### src/rtl/vga_timing_if.sv
// vga_timing_if: raster timing bundle produced by vga_timing_gen and
// consumed by the pixel-producing stages (background renderer, sprites).
// master = the timing generator, slave = any consumer of the raster.
interface vga_timing_if;
  logic [9:0]  DrawX;
  logic [9:0]  DrawY;
  logic        blank;
  logic        hs;
  logic        vs;
  logic        line_start;
  logic        frame_start;
  logic [15:0] frame_count;

  modport master (
    output DrawX, DrawY, blank, hs, vs, line_start, frame_start, frame_count
  );

  modport slave (
    input  DrawX, DrawY, blank, hs, vs, line_start, frame_start, frame_count
  );
endinterface

### src/rtl/vga_timing_gen.sv
// vga_timing_gen: free-running 640x480@60 raster timing generator.
// DrawX/DrawY/blank come straight from the counter registers; hs/vs are
// delayed by SYNC_DELAY stages so they line up with the registered colour
// output of downstream pixel stages.
// Optional feature macro: VGA_FRAME_COUNTER_EN builds the 16-bit
// frame_count register; without it frame_count is tied to zero.
module vga_timing_gen #(
  parameter int H_VISIBLE  = 640,
  parameter int H_FRONT    = 16,
  parameter int H_SYNC     = 96,
  parameter int H_BACK     = 48,
  parameter int V_VISIBLE  = 480,
  parameter int V_FRONT    = 10,
  parameter int V_SYNC     = 2,
  parameter int V_BACK     = 33,
  parameter int SYNC_DELAY = 1    // 0..4 stages on hs/vs only
) (
  input  logic         vga_clk,
  input  logic         reset_n,
  vga_timing_if.master vga
);

  localparam int H_TOTAL = H_VISIBLE + H_FRONT + H_SYNC + H_BACK;
  localparam int V_TOTAL = V_VISIBLE + V_FRONT + V_SYNC + V_BACK;

  // Sized copies of the raster boundaries so every compare is 10 bits wide.
  localparam logic [9:0] H_LAST   = 10'(H_TOTAL - 1);
  localparam logic [9:0] V_LAST   = 10'(V_TOTAL - 1);
  localparam logic [9:0] H_ACTIVE = 10'(H_VISIBLE);
  localparam logic [9:0] V_ACTIVE = 10'(V_VISIBLE);
  localparam logic [9:0] HS_FIRST = 10'(H_VISIBLE + H_FRONT);
  localparam logic [9:0] HS_LAST  = 10'(H_VISIBLE + H_FRONT + H_SYNC - 1);
  localparam logic [9:0] VS_FIRST = 10'(V_VISIBLE + V_FRONT);
  localparam logic [9:0] VS_LAST  = 10'(V_VISIBLE + V_FRONT + V_SYNC - 1);

  logic [9:0] hc;
  logic [9:0] vc;
  logic       h_wrap;
  logic       v_wrap;
  logic       frame_wrap;
  logic       hsync_raw;
  logic       vsync_raw;
  logic       line_start_q;
  logic       frame_start_q;

  // Wrap conditions: end of line, and end of line on the last line.
  assign h_wrap     = (hc == H_LAST);
  assign v_wrap     = (vc == V_LAST);
  assign frame_wrap = h_wrap && v_wrap;

  // Horizontal and vertical raster counters; vc advances only on the hc wrap.
  always_ff @(posedge vga_clk or negedge reset_n) begin
    if (!reset_n) begin
      hc <= '0;
      vc <= '0;
    end else begin
      // NOTE: state registers use non-blocking assignment so every flop
      // samples the pre-edge values; blocking here would let vc see the
      // already-wrapped hc and skew the two counters.
      hc <= h_wrap ? '0 : hc + 10'd1;
      if (h_wrap) begin
        vc <= v_wrap ? '0 : vc + 10'd1;
      end
    end
  end

  // Start-of-line / start-of-frame pulses, set on the edge the counters
  // load their wrap values so they align with DrawX == 0 and (0, 0).
  // Reset leaves them low, so line 0 and frame 1 after reset get no pulse.
  always_ff @(posedge vga_clk or negedge reset_n) begin
    if (!reset_n) begin
      line_start_q  <= 1'b0;
      frame_start_q <= 1'b0;
    end else begin
      line_start_q  <= h_wrap;
      frame_start_q <= frame_wrap;
    end
  end

  // Raw active-low syncs decoded from the undelayed counters.
  // NOTE: pure continuous decodes of registers; no process with a missing
  // branch exists here, so nothing can be inferred as a latch.
  assign hsync_raw = !((hc >= HS_FIRST) && (hc <= HS_LAST));
  assign vsync_raw = !((vc >= VS_FIRST) && (vc <= VS_LAST));

  // Sync delay chain: aligns hs/vs with one or more registered pixel stages.
  generate
    if (SYNC_DELAY == 0) begin : g_sync_comb
      assign vga.hs = hsync_raw;
      assign vga.vs = vsync_raw;
    end else begin : g_sync_delay
      logic [SYNC_DELAY-1:0] hs_pipe;
      logic [SYNC_DELAY-1:0] vs_pipe;

      // Shift raw syncs through SYNC_DELAY flops, oldest at the top index.
      always_ff @(posedge vga_clk or negedge reset_n) begin
        if (!reset_n) begin
          // NOTE: every stage is reset (to the inactive level 1), not just
          // the output; a stale low left in the chain would emit a partial
          // sync pulse right after a mid-frame reset is released.
          hs_pipe <= '1;
          vs_pipe <= '1;
        end else begin
          hs_pipe[0] <= hsync_raw;
          vs_pipe[0] <= vsync_raw;
          for (int i = 1; i < SYNC_DELAY; i++) begin
            hs_pipe[i] <= hs_pipe[i-1];
            vs_pipe[i] <= vs_pipe[i-1];
          end
        end
      end

      assign vga.hs = hs_pipe[SYNC_DELAY-1];
      assign vga.vs = vs_pipe[SYNC_DELAY-1];
    end
  endgenerate

`ifdef VGA_FRAME_COUNTER_EN
  logic [15:0] frame_count_q;

  // Completed-frame counter; steps on the same edge as frame_start rises.
  always_ff @(posedge vga_clk or negedge reset_n) begin
    if (!reset_n) begin
      frame_count_q <= '0;
    end else if (frame_wrap) begin
      frame_count_q <= frame_count_q + 16'd1;
    end
  end

  assign vga.frame_count = frame_count_q;
`else
  // Frame counter not built; consumers see a constant zero timebase.
  assign vga.frame_count = 16'h0000;
`endif

  // Coordinates and active-video qualifier, cycle-aligned with the counters.
  assign vga.DrawX       = hc;
  assign vga.DrawY       = vc;
  assign vga.blank       = (hc < H_ACTIVE) && (vc < V_ACTIVE);
  assign vga.line_start  = line_start_q;
  assign vga.frame_start = frame_start_q;

endmodule
### src/flat_wrapper.sv
// flat-port wrapper written by rule: the top's interface ports become plain ports
module vga_timing_gen_flat 
#(
  parameter int H_VISIBLE  = 640,
  parameter int H_FRONT    = 16,
  parameter int H_SYNC     = 96,
  parameter int H_BACK     = 48,
  parameter int V_VISIBLE  = 480,
  parameter int V_FRONT    = 10,
  parameter int V_SYNC     = 2,
  parameter int V_BACK     = 33,
  parameter int SYNC_DELAY = 1                                
)
  (vga_clk, reset_n, vga_DrawX, vga_DrawY, vga_blank, vga_hs, vga_vs, vga_line_start, vga_frame_start, vga_frame_count);
  vga_timing_if vga_i ();
  input  logic vga_clk;
  input  logic reset_n;
  output wire logic [$bits(vga_i.DrawX)-1:0] vga_DrawX;
  output wire logic [$bits(vga_i.DrawY)-1:0] vga_DrawY;
  output wire logic [$bits(vga_i.blank)-1:0] vga_blank;
  output wire logic [$bits(vga_i.hs)-1:0] vga_hs;
  output wire logic [$bits(vga_i.vs)-1:0] vga_vs;
  output wire logic [$bits(vga_i.line_start)-1:0] vga_line_start;
  output wire logic [$bits(vga_i.frame_start)-1:0] vga_frame_start;
  output wire logic [$bits(vga_i.frame_count)-1:0] vga_frame_count;
  assign vga_DrawX = vga_i.DrawX;
  assign vga_DrawY = vga_i.DrawY;
  assign vga_blank = vga_i.blank;
  assign vga_hs = vga_i.hs;
  assign vga_vs = vga_i.vs;
  assign vga_line_start = vga_i.line_start;
  assign vga_frame_start = vga_i.frame_start;
  assign vga_frame_count = vga_i.frame_count;
  vga_timing_gen #(.H_VISIBLE(H_VISIBLE), .H_FRONT(H_FRONT), .H_SYNC(H_SYNC), .H_BACK(H_BACK), .V_VISIBLE(V_VISIBLE), .V_FRONT(V_FRONT), .V_SYNC(V_SYNC), .V_BACK(V_BACK), .SYNC_DELAY(SYNC_DELAY)) u_core (.vga_clk(vga_clk), .reset_n(reset_n), .vga(vga_i));
endmodule
### config.mk
export PLATFORM = sky130hd
export DESIGN_NAME = vga_timing_gen_flat
export DESIGN_NICKNAME = d
export VERILOG_FILES = /design/src/rtl/vga_timing_if.sv /design/src/rtl/vga_timing_gen.sv /design/src/flat_wrapper.sv
export SDC_FILE = /design/constraint.sdc
export NUM_CORES = 1
export LEC_CHECK = 0
export CAP_MARGIN = 20
export CORE_UTILIZATION = 66
export CTS_CLUSTER_SIZE = 28
export DETAILED_ROUTE_END_ITERATION = 7
export DONT_BUFFER_PORTS = 1
export MAX_ROUTING_LAYER = met4
export PLACE_DENSITY_LB_ADDON = 0.3
export REMOVE_ABC_BUFFERS = 1
export SYNTH_ARGS = -nofsm -noshare
export SYNTH_HDL_FRONTEND = slang
export SYNTH_SLANG_ARGS = --single-unit
### constraint.sdc
create_clock -name vga_clk -period 5.1 [get_ports vga_clk]
set_input_delay 0 -clock vga_clk [delete_from_list [all_inputs] [get_ports vga_clk]]
set_output_delay 0 -clock vga_clk [all_outputs]
set_load 0.02 [all_outputs]
==> metrics.yaml <==
outcome: "completed"
cp-end-kind: "register"
placed_cells: 149
slew_viol_final: 0
drcViolationCount: 0
synth_area_per_cell_um2: 10.2
power.density_nw_per_um2: 255
clk_latency_ns: 0.32
leakagePower_nw: 0.596
cp.required_ns: 5.31
fin_crit_ns: 2.06
vias: 893
drt_iter0_markers: 35
rows: 15
setup_violations: 0
antenna_found_initial: 0
die_w_um: 46.2
dpl.hpwl_um: 1730
grt_max_degree: 25
setup_tns_ns: 0
initial_core_util: 0.723
cts_hold_buf: 1
cts_root_buf: "clkbuf_4"
grt_pass1_vias: 819
clk_pin_slew_worst_paths_ns: 0.13
io_pins: 43
worstHoldPathType: "input pin to asynchronous set/reset pin"
relSlewSlack: 0.539
nNetsFinal: 138
routed_wl_um: 2420
r2r_cells: 4
clk_path_buf_depth: 2
cts.sinks: 24
portBuffers: 0
critical_path_peak_fanout: 7
die_h_um: 46.2
cp-start-kind: "register"
h-tree-depth: 1
synth_area_um2: 1290
grt_pass1_wl_um: 3970
syn_inst: 126
synth_cell_types: 35
cts_tree: "built"
criticalPathCategory: "register to register"
crit_chain: "or4b_4 > or3_4 > nor2_1 > nor2_1"
final_antenna_net_count: 0
rrSetupSlack_ns: 3.04
avgViaCountPerCell: 5.72
final_hold_viol_count: 0
cap_viol_max_count: 0
fmax_mhz: 486
grt_usage: 0.279
area_delta_synth_final_pct: 4.95
ys_warn_count: 0
post_cts_buffers: 0
place_congestion: 0.834
synth_largest_area_cell: "dfrtp_1"
core-area_um2: 1780
rsz0062_at_grt: "false"
ys_ff_latch: 24
arrival_ns: 2.26
antenna_cells: 0
crit_path_top_delay_cell: "or4b_4"
crit_top_cell: "nor2_1"
dr.pass1.iters: 4
cts_resized: 0
cts_made_buffers: 3
synthTopCellsByArea: "dfrtp_1 43%, buf_4 9.3%, xnor2_1 6.8%"
finalCritPeriodShare: 0.404
gr-total-overflow: 0
rr_endpoint: "u_core.vga.DrawY[4]"
r2r-start: "u_core.vga.DrawX[5]"
fin_skew_ns: 0.00600
drive_gt1_frac: 0.115
synth_top_area_frac: 0.427
ir_drop_v: 0.000212
die_area_um2: 2130
worst_pin_slew_ns: 0.686
yosysSeqAreaShare: 0.468
wl_per_cell_um: 15.5
slowest_delay_ns: 0.64
critPathLaunch: "u_core.vga.DrawX[5]"
stdcell_count: 156
fillCellCount: 127
-- placed cells by master, fill, tap and decap left out, drive strengths merged, types with 4 or more instances in the layout --
cell	count
xnor2	10
nor2	8
nand2	5
o21ai	5
ha	4
nand4	4
nand3	13
inv	5
and3	4
conb	16
nor3	4
dfrtp	22
-- routing by layer --
metal	global-route usage	vias up	share of wire	wire [um]
li1	-	414	-	-
met1	0.360	420	0.39	936
met2	0.425	54	0.52	1270
met3	0.0588	5	0.079	192
met4	0.112	0	0.0087	21
met5	-	-	0	0
-- metrics by stage --
step | cell area [um2] | util | hold WS (ns) | power [mW] | setup WS (ns)
after floorplan | 1220 | - | -0.296 | 0.204 | 3.16
after global placement | 1250 | 0.702 | -0.295 | 0.204 | 3.08
after detailed placement | 1250 | 0.702 | -0.295 | 0.204 | 3.07
after CTS | 1320 | 0.738 | 0.333 | 0.343 | 3.04
after global routing | 1350 | 0.759 | 0.497 | 0.359 | 2.91
final | 1350 | 0.759 | 0.518 | 0.345 | 3.04
-- state kept, by name (all words and copies together), names as in the netlist --
name / count
u_core.vga.DrawX: 10
u_core.vga.frame_start: 1
u_core.vga.hs: 1
u_core.vga.DrawY: 10
u_core.vga.vs: 1
u_core.vga.line_start: 1
-- Yosys cell counts (all sizes together) --
cell type and count:
nand2b 1, nand3 13, nand3b 1, nor2 8, nor4b 1, conb 1, inv 5, o21ai 5
clkbuf 1, dfrtp 22, clkinv 1, o21a 1, nand4 4, or4b 1, nor3 4, or4 1
and4 2, or3 1, and3 4, a21bo 1, ha 4, and2 2, nor4bb 1, xor2 3
a21oi 1, buf 16, nand4b 1, xnor2 10, nand2 5, nor4 3, dfstp 2
-- layout make-up --
class / count / area [um2] / area share
Sequential cell: 24 / 603 / 0.446
Timing Repair Buffer: 3 / 47.5 / 0.0352
Tap cell: 25 / 31.3 / 0.0231
Multi-Input combinational cell: 94 / 591 / 0.437
Clock inverter: 1 / 30.0 / 0.0222
Inverter: 6 / 27.5 / 0.0204
Clock buffer: 3 / 22.5 / 0.0167
-- cell families after synthesis --
family,share of synthesized area
flip-flops,0.468
AND/OR/NAND/NOR,0.248
other,0.00291
adder cells (fa/ha/maj),0.0388
XOR/XNOR,0.0884
buffers and inverters,0.117
AO/OA/AOI/OAI,0.0369
-- how the worst max path moves through the flow --
stage | endpoint | slack, ns | cells after the start
3_5_place_dp | u_core.vga.DrawY[3] | 3.07 | 4
5_1_grt | u_core.vga.DrawY[3] | 2.91 | 5
4_1_cts | u_core.vga.DrawY[3] | 3.04 | 4
2_1_floorplan | u_core.vga.DrawY[9] | 3.16 | 4
3_3_place_gp | u_core.vga.DrawY[9] | 3.08 | 4
6_report | u_core.vga.DrawY[4] | 3.04 | 4
-- worst max-delay path, delay by kind of cell (launching register included) --
kind | cells | cell delay (ns)
and+or+nand+nor | 4 | 1.40
DFF | 1 | 0.54
-- power by group --
group          switching (mW)  internal, mW  total, mW
Sequential                  0         0.190      0.190
Combinational          0.0145       0.00316     0.0177
Clock                  0.0574        0.0795      0.137
Total                  0.0719         0.273      0.345
(Power assumes the default switching activity.)
